$ cat src/rtl/seq_bcd_splitter.sv
// Sequential binary-to-BCD converter using iterative shift-add-3, one input bit per cycle.
// Optional leading-zero blanking output is compiled in when BCD_BLANK_EN is defined.
module seq_bcd_splitter #(
    parameter int IN_W   = 14,
    parameter int DIGITS = 4
) (
    input  logic                  clk,
    input  logic                  reset,
    input  logic                  start,
    input  logic [IN_W-1:0]       bin,
    output logic                  busy,
    output logic                  done,
    output logic [4*DIGITS-1:0]   digit,
    output logic                  overflow
`ifdef BCD_BLANK_EN
    ,
    output logic [DIGITS-1:0]     blank
`endif
);

    localparam int BCD_W = 4 * DIGITS;
    localparam int CNT_W = $clog2(IN_W + 1);

    typedef enum logic [1:0] {
        IDLE  = 2'd0,
        SHIFT = 2'd1,
        DONE  = 2'd2
    } state_t;

    state_t             state_r;
    logic [IN_W-1:0]    bin_r;
    logic [BCD_W-1:0]   bcd_r;
    logic [CNT_W-1:0]   cnt_r;
    logic               ovf_acc_r;

    logic [BCD_W-1:0]   bcd_adj_s;
    logic [BCD_W-1:0]   bcd_next_s;
    logic               carry_s;
    logic               last_shift_s;

    // Add 3 to every nibble that is 5 or more so the following doubling carries in decimal.
    function automatic logic [BCD_W-1:0] add3_nibbles(input logic [BCD_W-1:0] v);
        logic [BCD_W-1:0] r;
        r = v;
        for (int k = 0; k < DIGITS; k++) begin
            if (v[4*k +: 4] >= 4'd5) begin
                r[4*k +: 4] = v[4*k +: 4] + 4'd3;
            end else begin
                r[4*k +: 4] = v[4*k +: 4];
            end
        end
        return r;
    endfunction

`ifdef BCD_BLANK_EN
    // Digit k is blank when it and every higher digit are zero; the ones digit is never blank.
    function automatic logic [DIGITS-1:0] blank_of(input logic [BCD_W-1:0] v);
        logic [DIGITS-1:0] b;
        logic              zero_above;
        b          = '0;
        zero_above = 1'b1;
        for (int k = DIGITS - 1; k >= 1; k--) begin
            zero_above = zero_above & (v[4*k +: 4] == 4'd0);
            b[k]       = zero_above;
        end
        return b;
    endfunction
`endif

    // Next working register value for one shift step; the top bit falling out feeds overflow.
    always_comb begin
        bcd_adj_s    = add3_nibbles(bcd_r);
        bcd_next_s   = {bcd_adj_s[BCD_W-2:0], bin_r[IN_W-1]};
        carry_s      = bcd_adj_s[BCD_W-1];
        last_shift_s = (cnt_r == CNT_W'(1));
    end

    // Control FSM, working datapath and registered result outputs.
    always_ff @(posedge clk) begin
        if (reset) begin
            state_r   <= IDLE;
            bin_r     <= '0;
            bcd_r     <= '0;
            cnt_r     <= '0;
            ovf_acc_r <= 1'b0;
            busy      <= 1'b0;
            done      <= 1'b0;
            digit     <= '0;
            overflow  <= 1'b0;
`ifdef BCD_BLANK_EN
            blank     <= '0;
`endif
        end else begin
            case (state_r)
                IDLE: begin
                    done <= 1'b0;
                    if (start) begin
                        state_r   <= SHIFT;
                        bin_r     <= bin;
                        bcd_r     <= '0;
                        cnt_r     <= CNT_W'(IN_W);
                        ovf_acc_r <= 1'b0;
                        busy      <= 1'b1;
                    end else begin
                        busy      <= 1'b0;
                    end
                end
                SHIFT: begin
                    bcd_r     <= bcd_next_s;
                    bin_r     <= {bin_r[IN_W-2:0], 1'b0};
                    cnt_r     <= cnt_r - CNT_W'(1);
                    ovf_acc_r <= ovf_acc_r | carry_s;
                    busy      <= 1'b1;
                    if (last_shift_s) begin
                        state_r  <= DONE;
                        done     <= 1'b1;
                        digit    <= bcd_next_s;
                        overflow <= ovf_acc_r | carry_s;
`ifdef BCD_BLANK_EN
                        blank    <= blank_of(bcd_next_s);
`endif
                    end else begin
                        done     <= 1'b0;
                    end
                end
                DONE: begin
                    // start is deliberately ignored here; a held start is taken in the next IDLE cycle
                    state_r <= IDLE;
                    done    <= 1'b0;
                    busy    <= 1'b0;
                end
                default: begin
                    state_r <= IDLE;
                    done    <= 1'b0;
                    busy    <= 1'b0;
                end
            endcase
        end
    end

endmodule

$ cat config.mk
export PLATFORM = sky130hd
export DESIGN_NAME = seq_bcd_splitter
export DESIGN_NICKNAME = d
export VERILOG_FILES = /design/src/rtl/seq_bcd_splitter.sv
export SDC_FILE = /design/constraint.sdc
export NUM_CORES = 1
export LEC_CHECK = 0
export BUFFER_PORTS_ARGS = -buffer_cell sky130_fd_sc_hd__buf_4
export CORE_MARGIN = 2
export CORE_UTILIZATION = 50
export DETAILED_ROUTE_END_ITERATION = 10
export PLACE_DENSITY = 0.68
export SYNTH_ARGS = -nofsm -noshare
export SYNTH_HDL_FRONTEND = slang
export SYNTH_SLANG_ARGS = --single-unit
export TNS_END_PERCENT = 50
$ cat constraint.sdc
create_clock -name clk -period 3.6 [get_ports clk]
set_input_delay 0.72 -clock clk [delete_from_list [all_inputs] [get_ports clk]]
set_output_delay 0.72 -clock clk [all_outputs]
set_load 0.05 [all_outputs]
== Word-level counts from Yosys, hierarchy flattened ==
Cells that the tools add are included.

* Bits in registers: 56
* Input port bits: 17
* Output and inout port bits: 19
* Logic and storage cells: 48

* Add/sub/neg operators: 5
* $lt $le $gt $ge: 4
* Equal/unequal tests: 4
* Muxes and demuxes: 18
* Bitwise logic cells: 2
* Reduce and logical (&&, ||, !) cells: 6

{| class="wikitable"
|+ Operator list
! cell !! number
|-
| 16-bit one-hot mux with 2 select lines || 1
|-
| 14-bit one-hot mux with 2 select lines || 1
|-
| 4-bit 2-to-1 mux || 5
|-
| 4-bit by 2-bit adder with 4-bit output (second input constant) || 4
|-
| 4-bit by 3-bit greater-or-equal comparator with 1-bit output (second input constant) || 4
|-
| 16-bit 2-to-1 mux || 1
|-
| 14-bit 2-to-1 mux || 1
|-
| 4-bit one-hot mux with 2 select lines || 1
|-
| 2-bit AND reduction || 3
|-
| 4-bit by 1-bit equality test with 1-bit output (second input constant) || 1
|-
| 2-bit 2-to-1 mux || 2
|-
| 2-bit inequality test (second input constant) || 2
|-
| 1-bit one-hot mux with 2 select lines || 2
|-
| 2-bit one-hot mux with 2 select lines || 1
|-
| 4-bit by 1-bit subtractor with 4-bit output (second input constant) || 1
|-
| 1-bit 2-to-1 mux || 3
|-
| 2-bit by 1-bit equality test with 1-bit output (second input constant) || 1
|-
| 2-bit logical NOT || 1
|-
| 2-bit nonzero test || 1
|-
| 2-bit OR reduction || 1
|-
| 1-bit inverter || 1
|-
| 1-bit bitwise OR || 1
|}

== Logic depth before layout (Yosys ltp) ==
Gate-level depths: netlist of run 1.

* Depth in word-level cells: 4
* Depth in mapped cells: 7

== Worst setup path after synthesis of run 1 ==
OpenSTA, ideal clock, no wires.

* Path type: input -> register
* From: in start
* To: reg cnt_r[3]
* Library setup time: 86 ps
* Data arrival time: 1535 ps
* Data required time: 3514 ps
* Path slack: 1979 ps
* Stages: 4
* Path buffers: 1
* Cells stage by stage: nor3b_2 -> clkbuf_1 -> nor3_1 -> a211oi_1

* Word-level cells in the longest chain between the ends: 2

{| class="wikitable"
|+ Ends and longest elaborated chain
! item !! RTL line !! RTL
|-
| start: declaration || 9 || <nowiki>input logic start,</nowiki>
|-
| 2-bit inequality test (no source line) || -- ||
|-
| 2-bit AND reduction (no source line) || -- ||
|-
| end signal: assignment || 101 || <nowiki>cnt_r <= CNT_W'(IN_W);</nowiki>
|-
| end signal: assignment || 111 || <nowiki>cnt_r <= cnt_r - CNT_W'(1);</nowiki>
|-
| end: declaration || 33 || <nowiki>logic [CNT_W-1:0] cnt_r;</nowiki>
|}

Every way passes these cells.
A chain may end at the register's enable or synchronous reset.

== Worst setup path after layout of run 1 ==
* From: in start
* To: reg bcd_r[7]

* Word-level cells in the longest chain between the ends: 2

{| class="wikitable"
|+ Ends and longest elaborated chain
! item !! RTL line !! RTL
|-
| 2-bit inequality test (no source line) || -- ||
|-
| 2-bit AND reduction (no source line) || -- ||
|-
| end signal: assignment || 109 || <nowiki>bcd_r <= bcd_next_s;</nowiki>
|-
| end: declaration || 32 || <nowiki>logic [BCD_W-1:0] bcd_r;</nowiki>
|}

Every way passes these cells.

==> results list, run 1 <==
- The run finished with clean final reports.
- The critical path is of the in -> reg type.
- Num CTS Buffers: 5
- YS warnings: 0
- Async set-or-reset flop fraction in the synthesized netlist: 0%
- The critical path goes through buf_4 -> nor3b_2 -> buf_4 -> nor2_2 -> o21ai_0 -> a21oi_1.
- Synth area leader: dfxtp_1
- Number of antenna-violating nets in the routed design: 0
- WP data arrival: 2.14 ns
- On the final layout, the worst clock skew is 0.00299 ns.
* Number of buffers and inverters on the critical path: 2
* Count of routing violations after the opening detailed-route iteration: 117
* Summed instance area of the synthesized netlist: 2450 um2
- Total leakage power: 1.14 nW
- Fraction of the mapped netlist area in adder cells: 5.10%
- Final Hold Slack: 0.461 ns
- In the synthesized netlist the dominant register cell turns out to be dfxtp_1.
- The filler cells instantiated in the layout total 438.
- XOR/XNOR share of the synthesized area: 1.43%
* Worst vdd ir: 217 uV
- After floorplanning, the core was sized to cover 4720 um2.
- The final hold violation count was 0.
- Input and output buffers added on the ports amount to 35.
* Synth unique cells: 34
- Most frequent cells after synthesis: 56 x dfxtp_1, 30 x a21oi_1, 21 x nand2_1
- Total setup buffers inserted after CTS: 0
* Hold WC Path Type: reg -> reg
- Remaining Overflow, GRT: 0
- The die covers 5480 um2.
* EDFF count, synth: 0
- Vias in the first global route: 1,820
- After synthesis, the largest family of logic cells by area is compound AO/OA/AOI/OAI gates.
- Crit path required time: 3.84 ns
* Avg Synthesized Cell Area: 9.25 um2
- Entering global routing, the biggest net connects 50 pins.
* Initial antenna violation count: 0
* Utilization of the core after routing: 59.8%
- Area share of the leading cell type in the synthesized netlist: 45.7%
- Summing the areas of all compound-gate instances in the mapped netlist gives 22.6% of the synthesized area.
* Part of the Yosys area used for sequential elements: 45.7%
- Measured along the y axis, the die boundary spans 74.0 um.
- After layout, the minimum clock period comes to 1.90 ns.
* Number of instances in the placed design: 354
* Final-report max-slew violation count: 0
* Number of core rows: 25
- Antenna diodes: 0
* Via/cell ratio: 5.38
- Number of non-filler instances in the completed layout: 362
- Measured against the total synthesized area, the mux share comes to 1.63%.
- Cells after Synth: 265
- WL final: 4.79 mm
- Among cell families on the critical path, the largest total delay comes from simple AND/OR/NAND/NOR gates.
- Final critical-path share of the clock period: 52.7%
- The routed layout has 1,947 vias.
* Setup repair after global routing missed its margin: no
- Post-CTS clock slew at the launch and capture registers of the worst setup and hold paths: 0.09 ns
* Buffer cell driving the clock tree root: clkbuf_8
- Placed wire-length estimate: 3.20 mm
* Cell types occupying the most area after synthesis: dfxtp_1 46%, a21oi_1 6.1%, ha_1 5.1%, nor3b_1 4.6%, a22oi_1 4.0%
* Fin nets: 321
- Power density relative to cell area: 398 nW/um2
* Syn_nets: 292
- At the pin with the least slew margin, the transition time is 0.751 ns.
* All-Layer GR Usage: 19.3%
- Area Overhead vs Synth: 15.3%
* Flip-flop and latch count after synthesis: 56
- The worst setup path is captured at a register.
- For this design, the CTS-stage hold fixing added 0 buffers.
- OpenSTA, run right after detailed placement, puts the worst setup slack at 1.32 ns.
- Crit path max-delay cell type: nor2_2
- First-pass GRT wire length: 8.20 mm
- Of the cells placed in the final design, the portion with a size suffix greater than 1 is 18.0%.
- From left edge to right edge, the die measures 74.0 um.
* Final WS setup: 1.70 ns
* Placer congestion estimate: 0.745
- Later-pin clock latency in the skew report: 0.31 ns
* First-pass iteration count of the detailed router: 4
- In this run the worst path has a maximum fanout of 23.
* CTS HTree Levels: 2
- Setup_tns: 0 ns
* Simple-gate share of the synthesized area: 18.3%
- In this run the tightest slew margin relative to its limit is 49.9%.
- TritonCTS built the clock tree.
* Top-level port count: 36
- Once the clock tree was built, the resizer swapped 0 gates to a different size.
* Maximum clock frequency: 528 MHz
- The initial utilization of the core area, before any placement, comes to 51.9%.
* Element type at the critical path start: primary input
* Final setup violating endpoints: 0
- Wire length per cell: 13.2 um
- Max cap viols: 0
- The most numerous cell type found on the critical path is buf_4.
- DRC Markers: 0
- Leading cell type by number of instances after synthesis: dfxtp_1
- CTS saw 56 sinks.
* Deepest clock path buffer count: 2
- Delay of the slowest critical-path stage: 0.60 ns
[path summary, 6_finish.rpt]
kind	start	slack, ns	to	depth (start not counted)
worst max-delay path	start	1.70	bcd_r[7]	6
worst min-delay path	bin_r[7]	0.46	bin_r[7]	2
worst max register to register	cnt_r[0]	1.76	digit[11]	5
worst min register to register	bin_r[7]	0.46	bin_r[7]	2
[placed cells by master, fill, tap and decap left out, drive strengths merged]
cell,count
a211oi,9
a21o,8
a21oi,30
a22o,8
a22oi,13
a311oi,3
buf,38
clkbuf,8
dfxtp,56
ha,10
inv,11
mux2i,4
nand2,21
nand2b,7
nand3,3
nand3b,1
nor2,19
nor2b,1
nor3,10
nor3b,16
nor4,1
o21ai,10
o32ai,2
or2,1
or3b,1
xnor2,4
[metrics by stage]
stage | cell area (um2) | power [W]
2_1_floorplan | 2450 | 0.000755
3_3_place_gp | 2740 | 0.000790
3_5_place_dp | 2740 | 0.000793
4_1_cts | 2830 | 0.00114
5_1_grt | 2830 | 0.00118
6_report | 2830 | 0.00113
[cell type report]
cell class | count | area, um2 | share of cell area [%]
Clock buffer | 8 | 90.1 | 3.19
Inverter | 11 | 41.3 | 1.46
Multi-Input combinational cell | 182 | 1200 | 42.6
Sequential cell | 56 | 1120 | 39.7
Tap cell | 67 | 83.8 | 2.97
Timing Repair Buffer | 38 | 285 | 10.1
[routing by layer]
layer / part of all wire (%) / vias up / wire length (um) / track usage (%)
met5: 0 / - / 0 / 0
met4: 1.4 / 0 / 67 / 6.06
met3: 3.3 / 5 / 157 / 4.20
met2: 47 / 27 / 2250 / 32.9
met1: 48 / 909 / 2310 / 24.5
li1: - / 1006 / - / -
[registers in the layout (all words and copies together) (netlist names)]
signal     count
bcd_r         16
bin_r         14
busy           1
cnt_r          4
digit         16
done           1
overflow       1
ovf_acc_r      1
state_r        2
[where the power goes]
part,total (W),internal [W],leakage [nW],switching (W)
sequential,0.000654,0.000641,0.455,0.0000133
combinational,0.000123,0.0000455,0.643,0.0000774
clock,0.000349,0.000157,0.0455,0.000192
[kinds of logic (layout without fill, tap and decap cells)]
group                      Yosys count  in the layout
adders and majority gates           10             10
DFF                                 56             56
buffers and inverters               27             57
muxes                                4              4
xor gates and xnor gates             4              4
and+or+nand+nor                     81             81
AOI/OAI and AO/OA                   83             83
[worst register-to-register path: cells and delay by family (launching register included)]
| family | cells | cell delay, ns |
|---|---|---|
| AO/OA/AOI/OAI | 1 | 0.28 |
| adder cells (fa/ha/maj) | 1 | 0.16 |
| flip-flops | 1 | 0.40 |
| AND/OR/NAND/NOR | 3 | 0.87 |
Note: power is estimated with default switching activity, not from simulation.
==> inputs of run 2 (changes only) <==
--- a/config.mk
+++ b/config.mk
@@ -5,11 +5,12 @@
 export SDC_FILE = /design/constraint.sdc
 export NUM_CORES = 1
 export LEC_CHECK = 0
+export ABC_AREA = 1
 export BUFFER_PORTS_ARGS = -buffer_cell sky130_fd_sc_hd__buf_4
 export CORE_MARGIN = 2
 export CORE_UTILIZATION = 50
 export DETAILED_ROUTE_END_ITERATION = 10
-export PLACE_DENSITY = 0.68
+export PLACE_DENSITY = 0.71
 export SYNTH_ARGS = -nofsm -noshare
 export SYNTH_HDL_FRONTEND = slang
 export SYNTH_SLANG_ARGS = --single-unit
==> constraint.sdc (replaced) <==
create_clock -name clk -period 1.7 [get_ports clk]
set_input_delay 0.34 -clock clk [delete_from_list [all_inputs] [get_ports clk]]
set_output_delay 0.34 -clock clk [all_outputs]
set_load 0.05 [all_outputs]
==> results list, run 2 <==
- The ratio of cells with drive above 1 in the final layout was 13.9% (was 18.0%).
- Number of antenna-violating nets in the routed design: 0 (unchanged)
- Cts-stage hold buffer count: 0 (unchanged)
- EDFF count, synth: 0 (unchanged)
* Flip-flop and latch count after synthesis: 56 (unchanged)
- Placer congestion estimate: 0.789 (was 0.745)
- The mean area per synthesized cell was 7.02 um2 (was 9.25 um2).
- The clock-pin slew on the worst setup and hold paths is 0.09 ns (about the same).
* Area of all placed cells without fillers: 3000 um2 (was 2830 um2)
- WL final: 5.50 mm (was 4.79 mm)
- The worst-case clock buffer depth was 2 (unchanged).
- Worst setup path category: reg -> reg (was in -> reg)
- Static timing analysis puts the maximum clock frequency at 704 MHz.
* Worst R2R End: digit[9] (was digit[11])
- Top-level port count: 36 (unchanged)
- DRC Markers: 0 (unchanged)
* Commonest cells after routing, fill and taps aside: 114 x nand2_1, 56 x dfxtp_1, 40 x buf_4, 38 x a21oi_1, 34 x nand3_1 (was 56 x dfxtp_1, 38 x buf_4, 30 x a21oi_1, 21 x nand2_1, 16 x nor2_1)
- The final setup violation count was 0 (unchanged).
* Final WS setup: 0.280 ns (was 1.70 ns)
- Most used flip-flop cell after synthesis: dfxtp_1 (unchanged)
* Initial antenna violation count: 0 (unchanged)
- Final Hold Slack: 0.293 ns (was 0.461 ns)
- Max cap viols: 0 (unchanged)
- HP Start: bin[0] (was bin_r[7])
* Registers with the most flip-flops: bcd_r x16, digit x16, bin_r x14 (unchanged)
* Part of the Yosys area used for sequential elements: 43.4% (was 45.7%)
- The floorplan row count came to 26 (was 25).
- Cells after Synth: 368 (was 265)
* Number of hold violations in the final report: 0 (unchanged)
- The top cell type's share of synthesized area was 43.4% (was 45.7%).
- Worst min-delay path endpoint: bin_r[0] (was bin_r[7])
- The TritonCTS buffer count was 5 (unchanged).
- The share of the core filled with cells is 59.5% (was 59.8%).
- The path class of the lowest-slack min-delay path is in -> reg (was reg -> reg).
- The number of slew-limit violations in the final report was 0 (unchanged).
- The width of the die came to 75.9 um (was 74.0 um).
- The die outline area is 5760 um2 (was 5480 um2).
* Crit path required time: 1.90 ns (was 3.84 ns)
- The most frequently used cell type in the post-synthesis netlist was nand2_1 (was dfxtp_1).
* Placement-stage worst setup slack: 0.298 ns (was 1.32 ns)
* Fin nets: 429 (was 321)
* Worst vdd ir: 359 uV (was 217 uV)
- Transition time of the tightest slew-check pin: 0.406 ns (was 0.751 ns)
* Worst Path Max Fanout: 5 (was 23)
- The overall routing resource usage was 19.6% (was 19.3%).
* Cell types occupying the most area after synthesis: dfxtp_1 43%, nand2_1 17%, a21oi_1 7.4%, nand3_1 6.6%, ha_1 4.8% (was dfxtp_1 46%, a21oi_1 6.1%, ha_1 5.1%, nor3b_1 4.6%, a22oi_1 4.0%)
- The leftover overflow at the end of global routing came to 0 (unchanged).
* YS warnings: 0 (unchanged)
- Final critical-path share of the clock period: 83.5%
- The static leakage power is 1.36 nW (was 1.14 nW).
- Worst clock skew: 0.00490 ns (was 0.00299 ns)
* Slew HR: 72.9% (was 49.9%)
- Setup_tns: 0 ns (unchanged)
- Most frequent cells after synthesis: 114 x nand2_1, 56 x dfxtp_1, 38 x a21oi_1 (was 56 x dfxtp_1, 30 x a21oi_1, 21 x nand2_1)
* Area Overhead vs Synth: 16.1% (was 15.3%)
- The count of routing violations after the opening detailed-route iteration is 108 (was 117).
- Placed wire-length estimate: 3.88 mm (was 3.20 mm)
- The average wire per standard cell was 11.6 um (was 13.2 um).
- The element type at the critical path end is a register (unchanged).
- Cells on Worst Hold Path: 3 (was 2)
- Origin of the critical flop-to-flop path: bcd_r[8] (was cnt_r[0])
* Core ar.: 5040 um2 (was 4720 um2)
* Port-buffer cells: 35 (unchanged)
- The register-to-register setup slack came to 0.28 ns (was 1.76 ns).
- Count of fill cells added during filler insertion: 512 (was 438)
- The first-pass GRT wire length is 9.33 mm (was 8.20 mm).
- The total standard cell area after synthesis was 2580 um2 (was 2450 um2).
- The logic depth of the worst register-to-register path is 8 (was 5).
- Later-pin clock latency in the skew report: 0.31 ns (about the same)
* Via/cell ratio: 5.05 (was 5.38)
- Most common cell after layout, fill and taps aside: nand2_1 (was dfxtp_1)
* Maximum number of pins on one net before global-route repair: 37 (was 50)
- The clock sink count was 56 (unchanged).
- The post-CTS setup buffer count came to 0 (unchanged).
- Vias in the first global route: 2,173 (was 1,820)
- Outcome: finished, final reports clean (unchanged)
- The count of instances resized after the clock tree is built was 0 (unchanged).
* Async set-or-reset flop fraction in the synthesized netlist: 0% (unchanged)
- CTS HTree Levels: 2 (unchanged)
* Buffer cell driving the clock tree root: clkbuf_8 (unchanged)
- First-pass iteration count of the detailed router: 4 (unchanged)
* Starting density of the core: 51.3% (was 51.9%)
- The number of distinct library cells after synthesis is 22 (was 34).
- Dpl cell area: 2910 um2 (was 2740 um2)
* Antenna diodes: 0 (unchanged)
- Die extent in y: 75.9 um (was 74.0 um)
- The post-synth net total came to 395 (was 292).
- CTS tree: done (unchanged)
- Setup repair after global routing missed its margin: no (unchanged)
* WP data arrival: 1.62 ns (was 2.14 ns)
- Routed vias: 2,391 (was 1,947)
* Power density relative to cell area: 809 nW/um2 (was 398 nW/um2)
- Synth area leader: dfxtp_1 (unchanged)
- Post-route minimum period: 1.42 ns
* Element type at the critical path start: register (was primary input)
## run 2: cell count changes after synthesis, moves of 10 or more
cell	change
nor2_1	+12
nor3_1	-10
nand2_1	+93
nor3b_1	-15
inv_1	+21
nand3_1	+31
a22oi_1	-12
## run 2: where the power goes
part | leakage, nW | internal (W) | switching, W | total, W
logic | 0.862 | 0.000109 | 0.000197 | 0.000307
clock network | 0.0455 | 0.000333 | 0.000405 | 0.000738
registers | 0.455 | 0.00136 | 0.0000255 | 0.00138
## run 2: area by class of cell
class | count | area, um2 | area share [%]
multi-input cells | 261 | 1240 | 41.4
flip-flops and latches | 56 | 1120 | 37.3
repair buffers | 41 | 320 | 10.7
inverters | 37 | 139 | 4.63
clock buffers | 8 | 90.1 | 3.00
well taps | 70 | 87.6 | 2.92
## run 2: how the worst max path moves through the flow
stage,startpoint,endpoint,depth (start not counted)
2_1_floorplan,bcd_r[4],digit[5],8
3_3_place_gp,start,state_r[0],8
3_5_place_dp,bcd_r[8],digit[9],8
4_1_cts,bcd_r[8],digit[9],8
5_1_grt,bcd_r[4],bcd_r[5],8
6_report,bcd_r[8],digit[9],8
## run 2: worst max-delay path, stage by stage, from the launching register on
cell and delay, ns:
dfxtp_1 0.40, inv_1 0.09, ha_1 0.21, inv_1 0.06, nand2_1 0.11, nand3_1 0.16, nand2_1 0.09, a21oi_1 0.14
nor2_1 0.05
## run 2: logic make-up after synthesis
| kind of cell | synth area share (%) |
|---|---|
| compound gates | 12.6 |
| flops | 43.4 |
| simple gates | 30.7 |
| fa+ha+maj | 4.84 |
| buf+inv | 8.52 |
## run 2: metal layers
metal	up-vias	part of all wire [%]	global-route usage, %
li1	1250	-	-
met2	38	50	34.1
met4	0	0.75	6.91
met1	1097	46	23.7
met5	-	0	0
met3	6	3.5	4.64
## run 2: stage by stage
stage,instances,total power (W)
after floorplan,368,0.00162
after global placement,465,0.00171
after detailed placement,465,0.00172
after CTS,473,0.00246
after global routing,473,0.00255
final,473,0.00243
